$ cat config.mk
export PLATFORM = sky130hd
export DESIGN_NAME = shift_unit
export DESIGN_NICKNAME = d
export VERILOG_FILES = /design/src/rtl/shift_pkg.sv /design/src/rtl/shift_step.sv /design/src/rtl/shift_unit.sv
export SDC_FILE = /design/constraint.sdc
export NUM_CORES = 1
export LEC_CHECK = 0
export CAP_MARGIN = 20
export CORE_UTILIZATION = 40
export DETAILED_ROUTE_END_ITERATION = 10
export PLACE_DENSITY_LB_ADDON = 0.2
export SYNTH_ARGS = -nofsm -noshare
export SYNTH_HDL_FRONTEND = slang
export SYNTH_SLANG_ARGS = --single-unit
$ cat constraint.sdc
create_clock -name clk -period 3.95 [get_ports clk]
set_clock_uncertainty 0.2 [all_clocks]
set_input_delay 0.9875 -clock clk [delete_from_list [all_inputs] [get_ports clk]]
set_output_delay 0.9875 -clock clk [all_outputs]
set_load 0.01 [all_outputs]
$ cat src/rtl/shift_pkg.sv
// Shared definitions for the multi-cycle shift unit: op encodings, FSM states
// and the shift-amount width helper.
package shift_pkg;

    typedef enum logic [1:0] {
        OpSll = 2'b00,
        OpSrl = 2'b01,
        OpSra = 2'b10,
        OpRor = 2'b11
    } op_e;

    typedef enum logic [1:0] {
        StIdle  = 2'b00,
        StShift = 2'b01,
        StDone  = 2'b10
    } state_e;

    function automatic int unsigned shamt_w(input int unsigned width);
        return $clog2(width);
    endfunction

endpackage

$ cat src/rtl/shift_step.sv
// Combinational single step: shifts or rotates a value right/left by 0..STEP bits.
module shift_step import shift_pkg::*; #(
    parameter int unsigned WIDTH = 32,
    parameter int unsigned STEP  = 4,
    localparam int unsigned AMT_W = $clog2(STEP + 1)
) (
    input  op_e              op,
    input  logic             fill,
    input  logic [WIDTH-1:0] value,
    input  logic [AMT_W-1:0] amt,
    output logic [WIDTH-1:0] out
);

    logic [2*WIDTH-1:0] wide;

    always_comb begin
        out  = value;
        wide = {value, value};
        unique case (op)
            OpSll: out = value << amt;
            OpSrl: out = value >> amt;
            OpSra, OpRor: begin
                // Upper half supplies the incoming bits: sign fill or the value itself.
                if (op == OpSra) begin
                    wide = {{WIDTH{fill}}, value};
                end
                wide = wide >> amt;
                out  = wide[WIDTH-1:0];
            end
        endcase
    end

endmodule

$ cat src/rtl/shift_unit.sv
// Multi-cycle shifter: walks the shift amount down by at most STEP bits per cycle
// and publishes the registered result with a one-cycle done pulse.
module shift_unit import shift_pkg::*; #(
    parameter int unsigned WIDTH = 32,
    parameter int unsigned STEP  = 4
) (
    input  logic                       clk,
    input  logic                       rst,
    input  logic                       start,
    input  logic [1:0]                 op,
    input  logic [WIDTH-1:0]           src,
    input  logic [shamt_w(WIDTH)-1:0]  shamt,
    output logic                       busy,
    output logic                       done,
    output logic [WIDTH-1:0]           result,
    output logic                       zero
);

    localparam int unsigned SHAMT_W = shamt_w(WIDTH);
    localparam int unsigned AMT_W   = $clog2(STEP + 1);
    localparam logic [SHAMT_W:0] STEP_LIM = (SHAMT_W + 1)'(STEP);

    state_e             state_q, state_d;
    logic [WIDTH-1:0]   val_q, val_d;
    op_e                op_q, op_d;
    logic               fill_q, fill_d;
    logic [SHAMT_W-1:0] rem_q, rem_d;
    logic [WIDTH-1:0]   result_q, result_d;
    logic               zero_q, zero_d;

    logic [SHAMT_W:0]   rem_ext;
    logic [AMT_W-1:0]   k;
    logic [SHAMT_W-1:0] rem_left;
    logic [WIDTH-1:0]   step_out;

    assign rem_ext  = {1'b0, rem_q};
    assign k        = (rem_ext < STEP_LIM) ? AMT_W'(rem_q) : AMT_W'(STEP);
    assign rem_left = SHAMT_W'(rem_ext - (SHAMT_W + 1)'(k));

    shift_step #(
        .WIDTH (WIDTH),
        .STEP  (STEP)
    ) u_step (
        .op    (op_q),
        .fill  (fill_q),
        .value (val_q),
        .amt   (k),
        .out   (step_out)
    );

    always_comb begin
        state_d  = state_q;
        val_d    = val_q;
        op_d     = op_q;
        fill_d   = fill_q;
        rem_d    = rem_q;
        result_d = result_q;
        zero_d   = zero_q;
        unique case (state_q)
            StIdle, StDone: begin
                state_d = StIdle;
                if (start) begin
                    val_d  = src;
                    op_d   = op_e'(op);
                    fill_d = src[WIDTH-1];
                    rem_d  = shamt;
                    if (shamt != '0) begin
                        state_d = StShift;
                    end else begin
                        // Zero-length shift publishes the operand directly.
                        state_d  = StDone;
                        result_d = src;
                        zero_d   = (src == '0);
                    end
                end
            end
            StShift: begin
                val_d = step_out;
                rem_d = rem_left;
                if (rem_left == '0) begin
                    state_d  = StDone;
                    result_d = step_out;
                    zero_d   = (step_out == '0);
                end
            end
            default: state_d = StIdle;
        endcase
    end

    always_ff @(posedge clk) begin
        if (rst) begin
            state_q  <= StIdle;
            val_q    <= '0;
            op_q     <= OpSll;
            fill_q   <= 1'b0;
            rem_q    <= '0;
            result_q <= '0;
            zero_q   <= 1'b1;
        end else begin
            state_q  <= state_d;
            val_q    <= val_d;
            op_q     <= op_d;
            fill_q   <= fill_d;
            rem_q    <= rem_d;
            result_q <= result_d;
            zero_q   <= zero_d;
        end
    end

    assign busy   = (state_q == StShift);
    assign done   = (state_q == StDone);
    assign result = result_q;
    assign zero   = zero_q;

endmodule

== Word-level counts from Yosys, hierarchy flattened ==
Cells that the tools add are included.
Word-level totals
  word-level logic and storage cells: 52
  register bits after elaboration: 75
  output and inout port bits: 35
  input bits: 42
Operators by class
  magnitude comparators: 1
  shift-type cells: 3
  equal/unequal tests: 8
  reductions and logical operators: 12
  add/subtract/negate cells: 1
  mux-type cells: 20
Operators by type and width (count)
  $mux W32: 4
  $mux W64: 2
  $pmux W32 S2: 2
  $pmux W32 S3: 1
  $logic_not A32 Y1: 2
  $shr A64 B3 Y32: 1
  $shl A32 B3 Y32: 1
  $shr A32 B3 Y32: 1
  $pmux W5 S2: 1
  $eq A2 B2 Y1 const B: 3
  $mux W2: 3
  $logic_not A5 Y1: 1
  $lt A5 B3 Y1 const B: 1
  $mux W5: 1
  $reduce_bool A5 Y1: 1
  $sub A5 B3 Y5: 1
  $eq A2 B1 Y1 const B: 2
  $logic_not A2 Y1: 2
  $ne A2 B2 Y1 const B: 2
  $pmux W2 S2: 1
  $reduce_and A2 Y1: 2
  $reduce_and A4 Y1: 1
  $reduce_or A2 Y1: 2
  $mux W1: 3
  4 further kinds: 4

== Logic depth before layout (Yosys ltp) ==
Gate-level depths: netlist of the first run.
  depth in word-level cells: 8
  mapped depth: 14
  depth with buffers taken out: 10

== Hierarchy ==
From an unflattened synthesis of the first run, not the netlist that was laid out.
Second synthesis, totals
  cells, all modules: 727
  area total of the unflattened synthesis: 6222.2 µm²
Modules (own cells, without submodules)
  shift_unit: area each 3731.1 µm², cells each 461, sequential area each 1501.4 µm², times used 1
  shift_step: area each 2491.1 µm², cells each 266, sequential area each 0.0 µm², times used 1

== Least setup slack after synthesis of the first run ==
Ideal clock, no wire load.
  kind: register to register
  start: reg rem_q[1]
  end: reg result_q[10], in the netlist result[10]
  arrival: 3501 ps
  stages on the path, launching flop included: 15
  clock period less this slack: 3828 ps
  library setup time: 128 ps
  required time: 3622 ps
  buffers on the path: 6
  setup slack: 122 ps
  path through: dfxtp_1 clkbuf_1 buf_1 clkbuf_1 clkbuf_1 nand2_1 ha_1 o21ai_0 a2bb2oi_1 a211o_1 o22ai_1 buf_2 buf_2 mux2i_1 nor2_1
Between the ends
  word-level cells in the longest chain between the ends: 6
  elaborated cells on any way between the ends: 12
  classes of those cells: 1 x add/sub; 1 x order compare; 1 x eq/ne; 3 x shift; 4 x mux; 2 x reduce/logical
RTL lines
  start: declaration: RTL line shift_unit.sv:27  | logic [SHAMT_W-1:0] rem_q, rem_d;
  start signal: assignment: RTL line shift_unit.sv:104  | rem_q <= rem_d;
  $lt A5 B3 Y1: RTL line shift_unit.sv:37  | assign k = (rem_ext < STEP_LIM) ? AMT_W'(rem_q) : AMT_W'(STEP);
  $mux W3: RTL line shift_unit.sv:37
  $sub A5 B3 Y5, or another cell as far along: RTL line shift_unit.sv:38  | assign rem_left = SHAMT_W'(rem_ext - (SHAMT_W + 1)'(k));
  $logic_not A5 Y1 / $pmux W32 S3 (equally long branches): RTL line shift_unit.sv:80, shift_step.sv:19
  $ne A2 B1 Y1 (no line) / $mux W32 (equally long branches)
  $reduce_and A4 Y1 (no line) / $pmux W32 S2 (equally long branches)
  end signal: assignment: RTL line shift_unit.sv:105  | result_q <= result_d;
  end: declaration: RTL line shift_unit.sv:28  | logic [WIDTH-1:0] result_q, result_d;
Several ways; a longest one is shown, not always the timed one. The select of a mux whose other input is x is not followed.
A chain may end at the register's enable or synchronous reset.

== Worst setup path in the final report of the first run ==
  start: reg rem_q[4]
  end: reg zero_q, in the netlist zero
Between the ends
  word-level cells in the longest chain between the ends: 7
  elaborated cells on any way between the ends: 13
  classes of those cells: 1 x add/sub; 1 x order compare; 1 x eq/ne; 3 x shift; 4 x mux; 3 x reduce/logical
RTL lines
  $lt A5 B3 Y1: RTL line shift_unit.sv:37
  $mux W3: RTL line shift_unit.sv:37
  $shr A64 B3 Y32, or another cell as far along: RTL line shift_step.sv:27  | wide = wide >> amt;
  $pmux W32 S3: RTL line shift_step.sv:19  | unique case (op)
  $logic_not A32 Y1: RTL line shift_unit.sv:83  | zero_d = (step_out == '0);
  $mux W1: RTL line shift_unit.sv:80  | if (rem_left == '0) begin
  $pmux W1 S2: RTL line shift_unit.sv:59  | unique case (state_q)
  end signal: assignment: RTL line shift_unit.sv:106  | zero_q <= zero_d;
  end: declaration: RTL line shift_unit.sv:29  | logic zero_q, zero_d;
Several ways; a longest one is shown, not always the timed one. The select of a mux whose other input is x is not followed.

==> impl_metrics.py, run 1 <==
metrics = {
    "power_and_ir_drop": {
        "peakVddDrop_uv": 208,
        "leakage_uw": 0.00244,
        "power.density_nw_per_um2": 416,
        "power_uw": 2920,
    },
    "detailed_routing": {
        "drc": 0,
        "drt-initial-drc-count": 746,
        "routed_wl_mm": 22.7,
        "vias": 6261,
        "viasPerCell": 6.31,
        "firstDrtPassIters": 5,
        "wire_per_inst_um": 22.9,
        "drtAntennaViolNets": 0,
    },
    "clocking": {
        "postCtsHoldBufs": 0,
        "cts_sinks": 75,
        "cts_buffers": 9,
        "cts_tree": "done",
        "clkTransAtPathRegs_ns": 0.07,
        "cts_buffer_depth": 2,
        "cts_root_buffer": "clkbuf_16",
        "clock_latency_ns": 0.34,
        "cts_resized": 0,
        "cts_max_level": 3,
        "cts_setup_buffers": 0,
    },
    "sta": {
        "min_period_over_period": 0.928,
        "fin_crit_ns": 3.66,
        "finalHoldViolCount": 0,
        "rsz0062_at_grt": "no",
        "relSlewSlack": 0.259,
        "fmax_ghz": 0.273,
        "maxSlewViolCount": 0,
        "tightest_slew_ns": 1.11,
        "tns_ns": 0,
        "finalSetupViolCount": 0,
    },
    "placed_design": {
        "numPortBuffers": 76,
        "gp_congestion": 0.986,
        "dp.cells": 976,
        "dp_hpwl_mm": 16.2,
    },
    "setup_path": {
        "cp_max_fo": 14,
        "r2r_setup_slack_ns": 0.29,
        "endpoint_kind": "register",
        "slowest_stage": "nor3_2",
        "required_ns": 4.00,
        "cp-start-kind": "register",
        "max_stage_delay_ns": 0.96,
        "crit_chain": "nor3_2, nand2_1, buf_4, o211ai_1, nand4b_1, or4_1, o31ai_1",
        "critical_path_class": "register to register",
        "crit_arrival_ns": 3.71,
    },
    "yosys": {
        "synthCells": 779,
        "synth.avg_cell_area_um2": 7.39,
        "synth_adder_area_share": 0.00217,
        "synth-edff-count": 0,
        "mappedNetlistNets": 822,
        "synth_compound_area_frac": 0.246,
        "async_reset_ff_frac": 0,
        "synth_cell_type_count": 59,
        "synth_simple_gate_area_frac": 0.228,
        "synth_xor_area_frac": 0,
        "synth_mux_area_frac": 0.197,
        "ys_seq_area_frac": 0.261,
        "synth.cell_area_um2": 5750,
        "yosys_warnings": 0,
        "synth_seq_cells": 75,
        "synth_top_family_by_area": "compound AO/OA/AOI/OAI gates",
        "ys.flop_type": "dfxtp_1",
    },
    "final_layout": {
        "seqCellArea_um2": 1500,
        "drive_gt1_frac": 0.117,
        "layout_commonest_cell": "nand2_1",
        "fin_cells": 992,
        "multi_input_area_um2": 3910,
        "area_delta_synth_final_pct": 21.9,
        "n_antenna_cell": 0,
        "fillCellCount": 1361,
        "mostFrequentLayoutCells": "nand2_1 (129), nor2_1 (86), clkdlybuf4s50_1 (75)",
        "nets": 850,
    },
    "global_routing": {
        "grt_max_degree": 63,
        "antenna_found_initial": 0,
        "grt_pass1_vias": 5867,
        "grt_overflow": 0,
        "grt_pass1_wl_mm": 35.3,
        "grt_usage": 0.317,
    },
    "outcome": {
        "status": "complete, no violations",
    },
    "floorplan": {
        "die_w_um": 122,
        "die-area_um2": 14900,
        "core.rowCount": 43,
        "die_h_um": 122,
        "io_pins": 77,
        "coreArea_um2": 13900,
        "initial_utilization": 0.413,
    },
    "flow_run": {
        "cap_violations": 0,
    },
    "hold_path": {
        "hp-class": "register to register",
    },
}
[registers in the layout, indices dropped and copies added (netlist names)]
signal,flops
result,32
val_q,32
rem_q,5
op_q,2
state_q,2
fill_q,1
zero,1
[area by class of cell]
class / instances / area share
multi-input cells: 608 / 0.558
flip-flops and latches: 75 / 0.214
repair buffers: 109 / 0.150
clock buffers: 9 / 0.0321
well taps: 180 / 0.0321
clock inverters: 7 / 0.0114
inverters: 4 / 0.00214
[worst max-delay path, delay by kind of cell (launching register included)]
kind                   cells  cell delay [ns]
and+or+nand+nor            4             1.96
DFF                        1             0.46
AOI/OAI and AO/OA          2             0.67
buffers and inverters      1             0.28
[Yosys cell counts, drive strengths merged, types with 16 or more instances]
cell type	instances	area (um^2)
a211oi	46	345
buf	16	73.8
clkbuf	76	287
a21oi	66	330
dfxtp	75	1500
mux2	16	180
mux4	16	360
nand2	129	484
mux2i	59	591
nor2	87	327
o21ai	34	170
nor3	16	80.1
[per-layer routing]
layer / vias to the layer above / wire, um / global-route usage
met3: 42 / 2120 / 0.0665
met2: 329 / 9710 / 0.458
met4: 0 / 546 / 0.101
met1: 2986 / 10400 / 0.465
met5: - / 0 / 0
li1: 2904 / - / -
[stage by stage]
stage           util  setup slack [ns]  instance area, um^2  hold slack, ns
2_1_floorplan      -             0.122                 5750           0.275
4_1_cts        0.503             0.426                 7020           0.302
5_1_grt        0.503             0.113                 7020           0.328
6_report       0.503             0.286                 7020           0.298
3_5_place_dp   0.482             0.470                 6710           0.282
3_3_place_gp   0.482             0.504                 6710           0.283
[power breakdown]
part	switching, uW	internal [uW]	total (uW)
clock network	364	500	864
logic	648	432	1080
registers	155	817	972
total	1170	1750	2920
[path summary, 6_finish.rpt]
path,startpoint,endpoint,depth (start not counted)
max,rem_q[4],zero,7
min,result[5],result[5],2
max reg2reg,rem_q[4],zero,7
min reg2reg,result[5],result[5],2
[logic make-up after synthesis]
| group | Yosys count |
|---|---|
| and+or+nand+nor | 298 |
| muxes | 91 |
| DFF | 75 |
| buffers and inverters | 96 |
| adders and majority gates | 1 |
| other | 1 |
| AOI/OAI and AO/OA | 217 |
Power figures use the tool's default switching activity.
==> run 2, diff against run 1 <==
- CORE_MARGIN: not set -> 3
- PLACE_DENSITY: not set -> 0.65
- PLACE_DENSITY_LB_ADDON: 0.2 -> not set
==> impl_metrics.py, run 2 (same netlist as run 1, synthesis figures left out) <==
metrics = {
    "outcome": {
        "status": "complete, no violations",
    },
    "power_and_ir_drop": {
        "leakage_uw": 0.00243,
        "p_int_uw": 1750,
        "p_sw_frac": 0.398,
        "clockPowerShare": 0.297,
        "power.density_nw_per_um2": 415,
        "p_seq_frac": 0.332,
        "comb_power_share": 0.371,
        "peakVddDrop_uv": 275,
        "netSwitchingPower_uw": 1160,
    },
    "floorplan": {
        "core.rowCount": 43,
        "die_h_um": 126,
        "io_pins": 77,
        "initial_utilization": 0.411,
        "die-area_um2": 15900,
        "coreArea_um2": 14000,
        "die_w_um": 126,
    },
    "final_layout": {
        "nets": 851,
        "fillCellCount": 1407,
        "fin_cells": 993,
        "n_antenna_cell": 0,
        "seqCellArea_um2": 1500,
        "multi_input_area_um2": 3910,
        "mostFrequentLayoutCells": "nand2_1 (129), nor2_1 (86), clkdlybuf4s50_1 (75)",
        "drive_gt1_frac": 0.118,
        "post-route-util": 0.501,
        "area_delta_synth_final_pct": 21.9,
        "layout_commonest_cell": "nand2_1",
    },
    "placed_design": {
        "gp_congestion": 1.05,
        "place_ws_ns": 0.575,
        "numPortBuffers": 76,
        "dp_hpwl_mm": 15.7,
        "dp.cells": 977,
    },
    "setup_path": {
        "worst-r2r-cell-count": 8,
        "cp_max_fo": 16,
        "endpoint_kind": "register",
        "critical_path_class": "register to register",
        "cp-start-kind": "register",
        "required_ns": 4.01,
        "crit_arrival_ns": 3.48,
    },
    "global_routing": {
        "grt_max_degree": 52,
        "grt_pass1_wl_mm": 34.9,
        "grt_overflow": 0,
        "antenna_found_initial": 1,
        "grt_pass1_vias": 6152,
        "grt_usage": 0.274,
    },
    "sta": {
        "maxSlewViolCount": 0,
        "fmax_ghz": 0.292,
        "finalHoldViolCount": 0,
        "rsz0062_at_grt": "no",
        "setup_ws_ns": 0.531,
        "relSlewSlack": 0.548,
        "min_period_over_period": 0.866,
        "tightest_slew_ns": 0.674,
        "tns_ns": 0,
        "holdWs_ns": 0.295,
        "fin_crit_ns": 3.42,
        "finalSetupViolCount": 0,
    },
    "clocking": {
        "cts_buffer_depth": 2,
        "cts_sinks": 75,
        "postCtsHoldBufs": 0,
        "cts_max_level": 3,
        "cts_setup_buffers": 0,
        "clock_latency_ns": 0.35,
        "clkTransAtPathRegs_ns": 0.07,
        "cts_root_buffer": "clkbuf_16",
        "cts_tree": "done",
        "cts_buffers": 9,
        "cts_resized": 0,
    },
    "detailed_routing": {
        "drt-initial-drc-count": 844,
        "viasPerCell": 6.49,
        "drtAntennaViolNets": 0,
        "routed_wl_mm": 22.1,
        "wire_per_inst_um": 22.3,
        "vias": 6442,
        "drc": 0,
        "firstDrtPassIters": 8,
    },
    "flow_run": {
        "cap_violations": 0,
    },
    "hold_path": {
        "hold_depth": 2,
        "hp-class": "register to register",
    },
}
[run 2: changes by cell type in the layout (fill, tap and decap cells not counted)]
cell / delta
buf_4: +2
buf_12: -1
[run 2: stage by stage]
| step | area [um^2] | total power (uW) |
|---|---|---|
| after floorplan | 5750 | 1610 |
| after global placement | 6710 | 2020 |
| after detailed placement | 6710 | 2010 |
| after CTS | 7010 | 2870 |
| after global routing | 7010 | 3030 |
| final | 7010 | 2910 |
[run 2: final timing paths]
check / startpoint / endpoint / slack, ns
worst max register to register: rem_q[2] / zero / 0.53
worst max-delay path: rem_q[2] / zero / 0.53
worst min-delay path: result[26] / result[26] / 0.30
worst min register to register: result[26] / result[26] / 0.30
[run 2: critical path, stage by stage, from the launching register on]
cell and delay (ns):
dfxtp_1 0.47, or4b_1 0.80, buf_4 0.28, mux4_2 0.43, nand2_1 0.08, a32oi_1 0.11
nand4b_1 0.23, or4_1 0.48, o31ai_1 0.25
[run 2: final cells by class]
type | instances | area share
inverters | 4 | 0.00214
clock inverters | 7 | 0.0114
flip-flops and latches | 75 | 0.215
repair buffers | 110 | 0.150
clock buffers | 9 | 0.0321
well taps | 180 | 0.0321
multi-input cells | 608 | 0.558
[run 2: power groups by stage]
stage          sequential, uW  combinational [uW]  clock, uW
2_1_floorplan             872                 736          0
3_3_place_gp              972                1050          0
3_5_place_dp              971                1040          0
4_1_cts                   955                1050        869
5_1_grt                   970                1160        902
6_report                  967                1080        863
[run 2: per-layer routing]
metal | share of wire | vias to the layer above | global-route usage
li1 | - | 2905 | -
met1 | 0.42 | 3011 | 0.389
met2 | 0.43 | 432 | 0.413
met3 | 0.11 | 94 | 0.0560
met4 | 0.040 | 0 | 0.0959
met5 | 0 | - | 0
==> run 3, diff against run 2 <==
- CORE_ASPECT_RATIO: not set -> 1.25
- PLACE_DENSITY: 0.65 -> 0.63
- clock period: 3.95 -> 4.1 ns (I/O delays scaled with it)
==> impl_metrics.py, run 3 (same netlist as run 1, synthesis figures left out) <==
metrics = {
    "sta": {
        "finalHoldViolCount": 0,
        "rsz0062_at_grt": "no",
        "tightest_slew_ns": 0.728,
        "tns_ns": 0,
        "maxSlewViolCount": 0,
        "fmax_ghz": 0.291,
        "finalSetupViolCount": 0,
        "setup_ws_ns": 0.660,
        "min_period_over_period": 0.839,
        "fin_crit_ns": 3.44,
        "relSlewSlack": 0.512,
    },
    "floorplan": {
        "die_h_um": 140,
        "core.rowCount": 48,
        "coreArea_um2": 13900,
        "die_w_um": 113,
        "die-area_um2": 15900,
        "initial_utilization": 0.413,
        "io_pins": 77,
    },
    "final_layout": {
        "nets": 842,
        "area_delta_synth_final_pct": 20.8,
        "mostFrequentLayoutCells": "nand2_1 (129), nor2_1 (86), clkdlybuf4s50_1 (75)",
        "n_antenna_cell": 0,
        "layout_commonest_cell": "nand2_1",
        "fin_cells": 979,
        "fillCellCount": 1373,
        "drive_gt1_frac": 0.108,
    },
    "setup_path": {
        "crit_arrival_ns": 3.44,
        "required_ns": 4.10,
        "critical_path_class": "register to register",
        "cp_max_fo": 34,
        "endpoint_kind": "register",
        "cp-start-kind": "register",
    },
    "placed_design": {
        "numPortBuffers": 76,
        "place_ws_ns": 0.708,
        "dp.cells": 963,
        "gp_congestion": 0.969,
        "dp_hpwl_mm": 15.3,
    },
    "clocking": {
        "cts_root_buffer": "clkbuf_16",
        "cts_sinks": 75,
        "cts_buffer_depth": 2,
        "clock_latency_ns": 0.34,
        "cts_tree": "done",
        "cts_resized": 0,
        "cts_buffers": 9,
        "cts_max_level": 3,
        "cts_setup_buffers": 0,
        "clkTransAtPathRegs_ns": 0.06,
        "postCtsHoldBufs": 0,
    },
    "global_routing": {
        "grt_overflow": 0,
        "antenna_found_initial": 0,
        "grt_max_degree": 52,
        "grt_pass1_vias": 5874,
        "grt_usage": 0.267,
        "grt_pass1_wl_mm": 34.2,
    },
    "detailed_routing": {
        "drc": 0,
        "drtAntennaViolNets": 0,
        "viasPerCell": 6.40,
        "wire_per_inst_um": 22.0,
        "vias": 6263,
        "firstDrtPassIters": 6,
        "routed_wl_mm": 21.6,
        "drt-initial-drc-count": 787,
    },
    "power_and_ir_drop": {
        "clockPowerShare": 0.315,
        "power.density_nw_per_um2": 406,
        "leakage_uw": 0.00240,
        "netSwitchingPower_uw": 1080,
        "p_sw_frac": 0.383,
        "comb_power_share": 0.354,
        "peakVddDrop_uv": 262,
        "p_seq_frac": 0.332,
        "p_int_uw": 1740,
    },
    "hold_path": {
        "hp-class": "register to register",
    },
    "flow_run": {
        "cap_violations": 0,
    },
    "outcome": {
        "status": "complete, no violations",
    },
}
==> run 3: cell types whose count changed in the layout (fill, tap and decap cells not counted) <==
cell and delta:
buf_12 -1, buf_4 -8, bufinv_16 +1, clkbuf_8 +1, clkinv_2 -1, inv_8 -1
==> run 3: final timing paths <==
path / from / cells after the start / endpoint / slack (ns)
worst max-delay path: rem_q[2] / 10 / result[24] / 0.66
worst min-delay path: result[20] / 2 / result[20] / 0.30
worst max register to register: rem_q[2] / 10 / result[24] / 0.66
worst min register to register: result[20] / 2 / result[20] / 0.30
==> run 3: layer usage <==
metal | part of all wire | track usage
met4 | 0.029 | 0.0835
met1 | 0.42 | 0.380
met2 | 0.46 | 0.414
met5 | 0 | 0
met3 | 0.091 | 0.0436
==> run 3: worst max-delay path, stage by stage (launching register included) <==
cell and delay [ns]:
dfxtp_1 0.47, or3_1 0.44, nand2_1 0.08, ha_1 0.22, o21ai_0 0.17, o32a_1 0.35
a211o_1 0.33, o22ai_4 0.49, buf_12 0.27, mux2i_1 0.21, nor2_1 0.06
==> run 3: stage by stage <==
stage	utilization	total power [uW]	hold slack [ns]	cell area, um^2
after floorplan	-	1550	0.275	5750
after global placement	0.475	1910	0.278	6620
after detailed placement	0.475	1920	0.282	6620
after CTS	0.499	2790	0.300	6950
after global routing	0.499	2950	0.324	6950
final	0.499	2820	0.298	6950
==> run 3: final cells by class <==
class / instances / area, um^2 / share of cell area
Timing Repair Buffer: 101 / 968 / 0.139
Tap cell: 175 / 219 / 0.0315
Inverter: 4 / 15.0 / 0.00216
Clock inverter: 6 / 93.8 / 0.0135
Sequential cell: 75 / 1500 / 0.216
Clock buffer: 10 / 239 / 0.0344
Multi-Input combinational cell: 608 / 3910 / 0.563
==> run 3: power by group through the flow <==
| stage | logic (uW) | clock network (uW) | registers [uW] |
|---|---|---|---|
| after floorplan | 709 | 0 | 840 |
| after global placement | 971 | 0 | 938 |
| after detailed placement | 974 | 0 | 943 |
| after CTS | 979 | 890 | 927 |
| after global routing | 1070 | 930 | 942 |
| final | 999 | 888 | 936 |
